File: src/rtl/allpass_coef_ctrl.sv
// -----------------------------------------------------------------------------
// allpass_coef_ctrl
//
// Coefficient controller for the allpass filter section. The host loads a
// shadow bank one word at a time. A commit copies the shadow bank into the
// active bank (the packed c bus) in a single edge. After the copy the filter
// is held in reset for FLUSH cycles and its output is masked for a further
// N-1 cycles while the delay line refills. The same flush/settle sequence runs
// after reset release.
//
// Ports
//   clk         in   rising-edge clock
//   rst_n       in   asynchronous active-low reset
//   wr_en       in   write strobe for one shadow coefficient
//   wr_addr     in   coefficient index, valid range 0..N-2
//   wr_data     in   signed coefficient value
//   wr_ready    out  writes are accepted this cycle (IDLE)
//   wr_err      out  registered pulse, one cycle after wr_en with wr_addr >= N-1
//   commit      in   request to swap shadow bank into active bank
//   c           out  active coefficients, word g at [WIDTH*(g+1)-1:WIDTH*g]
//   filt_rst    out  active-high synchronous reset to the filter
//   dout_valid  out  filter output valid under the current coefficients
//   busy        out  swap/flush/settle sequence in progress
//   dbg_state   out  current FSM state (0=IDLE, 1=FLUSH, 2=SETTLE)
//
// Handshake: a write is taken on any rising edge where wr_en=1 and
// wr_ready=1; wr_en while wr_ready=0 is dropped (only the address range
// check still runs). commit is a single-cycle request, honoured only in IDLE
// and only if there is something new to commit; otherwise it is dropped.
// -----------------------------------------------------------------------------
module allpass_coef_ctrl #(
    parameter int WIDTH = 16,
    parameter int N     = 5,
    parameter int FLUSH = 4,
    parameter int AW    = (N - 1 > 1) ? $clog2(N - 1) : 1
) (
    input  logic                     clk,
    input  logic                     rst_n,
    input  logic                     wr_en,
    input  logic [AW-1:0]            wr_addr,
    input  logic [WIDTH-1:0]         wr_data,
    output logic                     wr_ready,
    output logic                     wr_err,
    input  logic                     commit,
    output logic [WIDTH*(N-1)-1:0]   c,
    output logic                     filt_rst,
    output logic                     dout_valid,
    output logic                     busy,
    output logic [1:0]               dbg_state
);

    localparam int NC   = N - 1;
    localparam int CMAX = (FLUSH > NC) ? FLUSH : NC;
    localparam int CW   = $clog2(CMAX + 1);
    localparam int AW1  = AW + 1;

    localparam logic [CW-1:0]  CNT_FLUSH  = CW'(FLUSH - 1);
    localparam logic [CW-1:0]  CNT_SETTLE = CW'(N - 2);
    // One extra bit so that N-1 is representable even when it is 2**AW.
    localparam logic [AW1-1:0] NC_W       = AW1'(NC);

    typedef enum logic [1:0] {
        S_IDLE   = 2'd0,
        S_FLUSH  = 2'd1,
        S_SETTLE = 2'd2
    } state_t;

    state_t           state_q, state_d;
    logic [CW-1:0]    cnt_q, cnt_d;
    logic [WIDTH-1:0] shadow_q [NC];
    logic [WIDTH-1:0] shadow_d [NC];
    logic [WIDTH-1:0] active_q [NC];
    logic [WIDTH-1:0] active_d [NC];
    logic             dirty_q, dirty_d;
    logic             wr_err_q, wr_err_d;

    logic addr_ok;
    logic wr_hit;

    always_comb begin
        addr_ok  = ({1'b0, wr_addr} < NC_W);
        wr_hit   = (state_q == S_IDLE) && wr_en && addr_ok;
        wr_err_d = wr_en && !addr_ok;

        state_d  = state_q;
        cnt_d    = cnt_q;
        shadow_d = shadow_q;
        active_d = active_q;
        dirty_d  = dirty_q;

        case (state_q)
            S_IDLE: begin
                if (wr_hit) begin
                    for (int g = 0; g < NC; g++) begin
                        if (wr_addr == AW'(g)) begin
                            shadow_d[g] = wr_data;
                        end
                    end
                    dirty_d = 1'b1;
                end
                // shadow_d already holds a same-cycle write, so the copy
                // picks it up.
                if (commit && (dirty_q || wr_hit)) begin
                    active_d = shadow_d;
                    dirty_d  = 1'b0;
                    state_d  = S_FLUSH;
                    cnt_d    = CNT_FLUSH;
                end
            end
            S_FLUSH: begin
                if (cnt_q == '0) begin
                    state_d = S_SETTLE;
                    cnt_d   = CNT_SETTLE;
                end else begin
                    cnt_d = cnt_q - CW'(1);
                end
            end
            S_SETTLE: begin
                if (cnt_q == '0) begin
                    state_d = S_IDLE;
                end else begin
                    cnt_d = cnt_q - CW'(1);
                end
            end
            default: begin
                state_d = S_FLUSH;
                cnt_d   = CNT_FLUSH;
            end
        endcase
    end

    always_ff @(posedge clk or negedge rst_n) begin
        if (!rst_n) begin
            state_q  <= S_FLUSH;
            cnt_q    <= CNT_FLUSH;
            shadow_q <= '{default: '0};
            active_q <= '{default: '0};
            dirty_q  <= 1'b0;
            wr_err_q <= 1'b0;
        end else begin
            state_q  <= state_d;
            cnt_q    <= cnt_d;
            shadow_q <= shadow_d;
            active_q <= active_d;
            dirty_q  <= dirty_d;
            wr_err_q <= wr_err_d;
        end
    end

    // Status outputs decode from the state register only.
    always_comb begin
        c = '0;
        for (int g = 0; g < NC; g++) begin
            c[g*WIDTH +: WIDTH] = active_q[g];
        end
    end

    assign wr_ready   = (state_q == S_IDLE);
    assign dout_valid = (state_q == S_IDLE);
    assign busy       = (state_q != S_IDLE);
    assign filt_rst   = (state_q == S_FLUSH);
    assign wr_err     = wr_err_q;
    assign dbg_state  = state_q;

endmodule

File: config.mk
export PLATFORM = sky130hd
export DESIGN_NAME = allpass_coef_ctrl
export DESIGN_NICKNAME = d
export VERILOG_FILES = /design/src/rtl/allpass_coef_ctrl.sv
export SDC_FILE = /design/constraint.sdc
export NUM_CORES = 1
export LEC_CHECK = 0
export ABC_CLOCK_PERIOD_IN_PS = 4900
export CAP_MARGIN = 20
export CORE_MARGIN = 1.5
export CORE_UTILIZATION = 55
export CTS_CLUSTER_DIAMETER = 120
export CTS_CLUSTER_SIZE = 10
export DETAILED_ROUTE_END_ITERATION = 6
export HOLD_SLACK_MARGIN = 0.05
export PLACE_DENSITY = 0.83
export SYNTH_ARGS = -nofsm -noshare
export SYNTH_HDL_FRONTEND = slang
export SYNTH_SLANG_ARGS = --single-unit
File: constraint.sdc
create_clock -name clk -period 4.9 [get_ports clk]
set_clock_uncertainty 0.1 [all_clocks]
set_input_delay 0.98 -clock clk [delete_from_list [all_inputs] [get_ports clk]]
set_output_delay 0.98 -clock clk [all_outputs]
set_load 0.02 [all_outputs]
==> results by group <==
Floorplanning
  • Initial Utilization: 0.570
  • CORE AREA: 9330 sq um
  • Die H: between 100 and 150 um
  • I/O pin cnt: just over 90
  • Die outline area: approximately 10000 sq um
  • Num rows: 35
  • Chip Width: 101 um

Finish
  • # nets final: 447
  • Post-route non-filler standard cell count: between 500 and 600
  • Fraction of final layout cells sized beyond drive strength 1: 0.394
  • Relative area change from synthesis to final layout: 30.4%
  • ANT cells: 0

Placed design
  • GPL Wtd Cong: 0.797
  • Estimated wirelength of the detail-placed design: about 6.2 mm
  • Input/output buffers: 91
  • Placed Instances: between 500 and 600

Timing
  • Remaining max-slew budget at the tightest pin: 0.398
  • Post-Route Setup TNS: 0 ns
  • Count of final setup violators: 0
  • Max frequency: 0.294 GHz
  • Tmin final: about 3.4 ns
  • Unrepaired setup endpoints after global routing: false
  • Transition time of the tightest slew-check pin: 0.900 ns
  • Final hold viol count: 0
  • Final Max Tran Viols: 0
  • Final clock period utilization by the worst path: 0.694

Global route
  • First-pass GRT wire length: approximately 17 mm
  • Aggregate global-route resource usage: 0.221
  • Overall overflow remaining after global route: 0
  • Antenna violations before repair: 0
  • Number of global-route vias before repair: 3158
  • Largest net degree at the start of global routing: roughly 120

Drt
  • Antenna Nets Post-Route: 0
  • Total routed wirelength: between 10 and 15 mm
  • Number of remaining DRC errors: 0
  • Vias per inst: ~5.3
  • Number of iterations in the first detailed-routing pass: 4
  • Routed via count: between 2000 and 3000
  • Drt first-iter violations: 109
  • Routed wirelength normalized by instance count: 18.4 um

Power
  • Largest vdd supply drop: roughly 0.00040 V
  • Leak Pwr: just over 0.003 uW
  • Power per cell area: 766 nW/um^2

Clock network
  • TritonCTS clock tree: built
  • Total setup buffers inserted after CTS: 0
  • Number of CTS-inserted buffers: 17
  • Count of H-tree levels built during CTS: 4
  • Max clock buf depth: 2
  • Worst-skew pair later-pin latency: around 0.5 ns
  • CTS sink count: between 100 and 150
  • Post-CTS clock slew at the launch and capture registers of the worst setup and hold paths: 0.06 ns
  • Cts hold-fix bufs: 0
  • Master cell of the clock root buffer: sky130_fd_sc_hd__clkbuf_8
  • Count of instances resized after the clock tree is built: 0

Hold path
  • Classification of the worst-slack hold path: in -> async

Logic synthesis
  • Count of synthesis-stage warnings from yosys: 0
  • Mean instance size in the synthesized netlist: 16.6 sq um
  • Number of cells produced by synthesis: about 320
  • Post-synthesis instance area: 5320 sq um
  • Register bit count reported by yosys: ~130
  • Fraction of the yosys area taken by sequential cells: 0.631
  • Unique masters post-synth: 26
  • Number of enable flip-flop cells after synthesis: 0
  • Most frequent cell after synthesis: sky130_fd_sc_hd__dfrtp_1
  • Area leader, netlist: sky130_fd_sc_hd__dfrtp_1
  • Cell types with the highest counts after synthesis: sky130_fd_sc_hd__dfrtp_1 (131), sky130_fd_sc_hd__mux2_2 (106), sky130_fd_sc_hd__mux2_4 (21), sky130_fd_sc_hd__a21oi_1 (7), sky130_fd_sc_hd__buf_2 (6)
  • Post-Synthesis Net Count: 348
  • Ys flop type: sky130_fd_sc_hd__dfrtp_1
  • Fraction of post-synthesis cell area in the top cell type by area: 0.616
  • Largest cells by area after synthesis: sky130_fd_sc_hd__dfrtp_1 (62%), sky130_fd_sc_hd__mux2_2 (22%), sky130_fd_sc_hd__mux2_4 (5.9%)
  • Ys async rst share: 1.00

Critical path
  • CP Data Arrival Time: 2.32 ns
  • Data required time at the worst endpoint: around 3.8 ns
  • Worst-path maximum fanout: 12
  • Worst Setup Path Type: reg -> out
  • Launching element type of the critical path: flip-flop
  • Critical Path End Type: output port

Flow run
  • Max-cap violations: 0

Run status
  • Run status: completed
-- cells in the final DEF (no fill, tap or decap), drive strengths merged --
cell / n
clkinvlp: 2
nor2b: 3
conb: 1
nor2: 3
nor3: 1
mux2i: 1
nand2: 4
nand2b: 1
nand4b: 2
or3b: 1
o211ai: 1
a21oi: 7
clkdlybuf4s50: 90
a22oi: 1
ha: 5
clkbuf: 20
clkinv: 5
buf: 4
dfrtp: 131
inv: 6
nand4: 1
mux2: 128
a31oi: 2
o21ai: 5
bufinv: 3
dfstp: 3
o22ai: 1
-- worst paths after layout --
kind                                   start          end  slack (ns)  cells past startpoint
min in group clk                 shadow_q[9]  shadow_q[9]        0.39                      1
worst min register to register   shadow_q[9]  shadow_q[9]        0.39                      1
worst max-delay path            dbg_state[1]   dout_valid        1.50                      3
worst max register to register  dbg_state[1]         c[4]        1.92                      6
max in group asynchronous              rst_n        c[32]        3.51                      3
worst min-delay path                   rst_n        c[43]        0.16                      1
-- final cells by class --
class                           count  area (sq um)
Sequential cell                   134          3360
Fill cell                         608          2390
Multi-Input combinational cell    168          1850
Timing Repair Buffer               94           955
Clock buffer                       20           445
Tap cell                          129           161
Clock inverter                     11           150
Inverter                            5          18.8
-- per-layer routing --
metal | vias to the layer above | global-route usage | part of all wire
met4 | 0 | 0.0705 | 0.011
li1 | 1336 | - | -
met2 | 68 | 0.375 | 0.52
met3 | 12 | 0.0573 | 0.031
met1 | 1552 | 0.280 | 0.44
met5 | - | 0 | 0
-- power by group --
group	internal (uW)	switching [uW]	total, uW
clock	801	460	1260
combinational	1150	976	2130
sequential	1680	250	1930
total	3630	1690	5310
-- worst max-delay path, cell delays in order (launching register included) --
cell and delay, ns:
sky130_fd_sc_hd__dfrtp_1 0.42, sky130_fd_sc_hd__inv_1 0.10, sky130_fd_sc_hd__ha_1 0.58, sky130_fd_sc_hd__clkdlybuf4s50_1 0.73
-- flip-flops by register name (all words and copies together) (netlist names) --
register   count
shadow_q      64
cnt_q          3
c             64
dbg_state      2
dirty_q        1
-- cell families (layout without fill, tap and decap cells) --
logic type,count (synthesis),after routing,synth area share
buffers and inverters,19,130,0.0226
multiplexers,129,129,0.288
flip-flops,134,134,0.631
adder cells (fa/ha/maj),5,5,0.0118
other,1,1,0.000705
AND/OR/NAND/NOR,16,16,0.0273
AO/OA/AOI/OAI,17,17,0.0186
-- metrics by stage --
| stage | area [sq um] | util | hold slack [ns] | worst slack [ns] | power (uW) |
|---|---|---|---|---|---|
| global route | 6940 | 0.744 | 0.140 | 1.41 | 5590 |
| CTS | 6910 | 0.741 | 0.393 | 1.48 | 5360 |
| global placement | 6310 | 0.677 | 0.362 | 1.41 | 3970 |
| finish | 6940 | 0.744 | 0.160 | 1.50 | 5310 |
| detailed placement | 6310 | 0.677 | 0.377 | 1.28 | 4050 |
| floorplan | 5320 | - | 0.351 | 2.39 | 3200 |
Power figures use the tool's default switching activity.
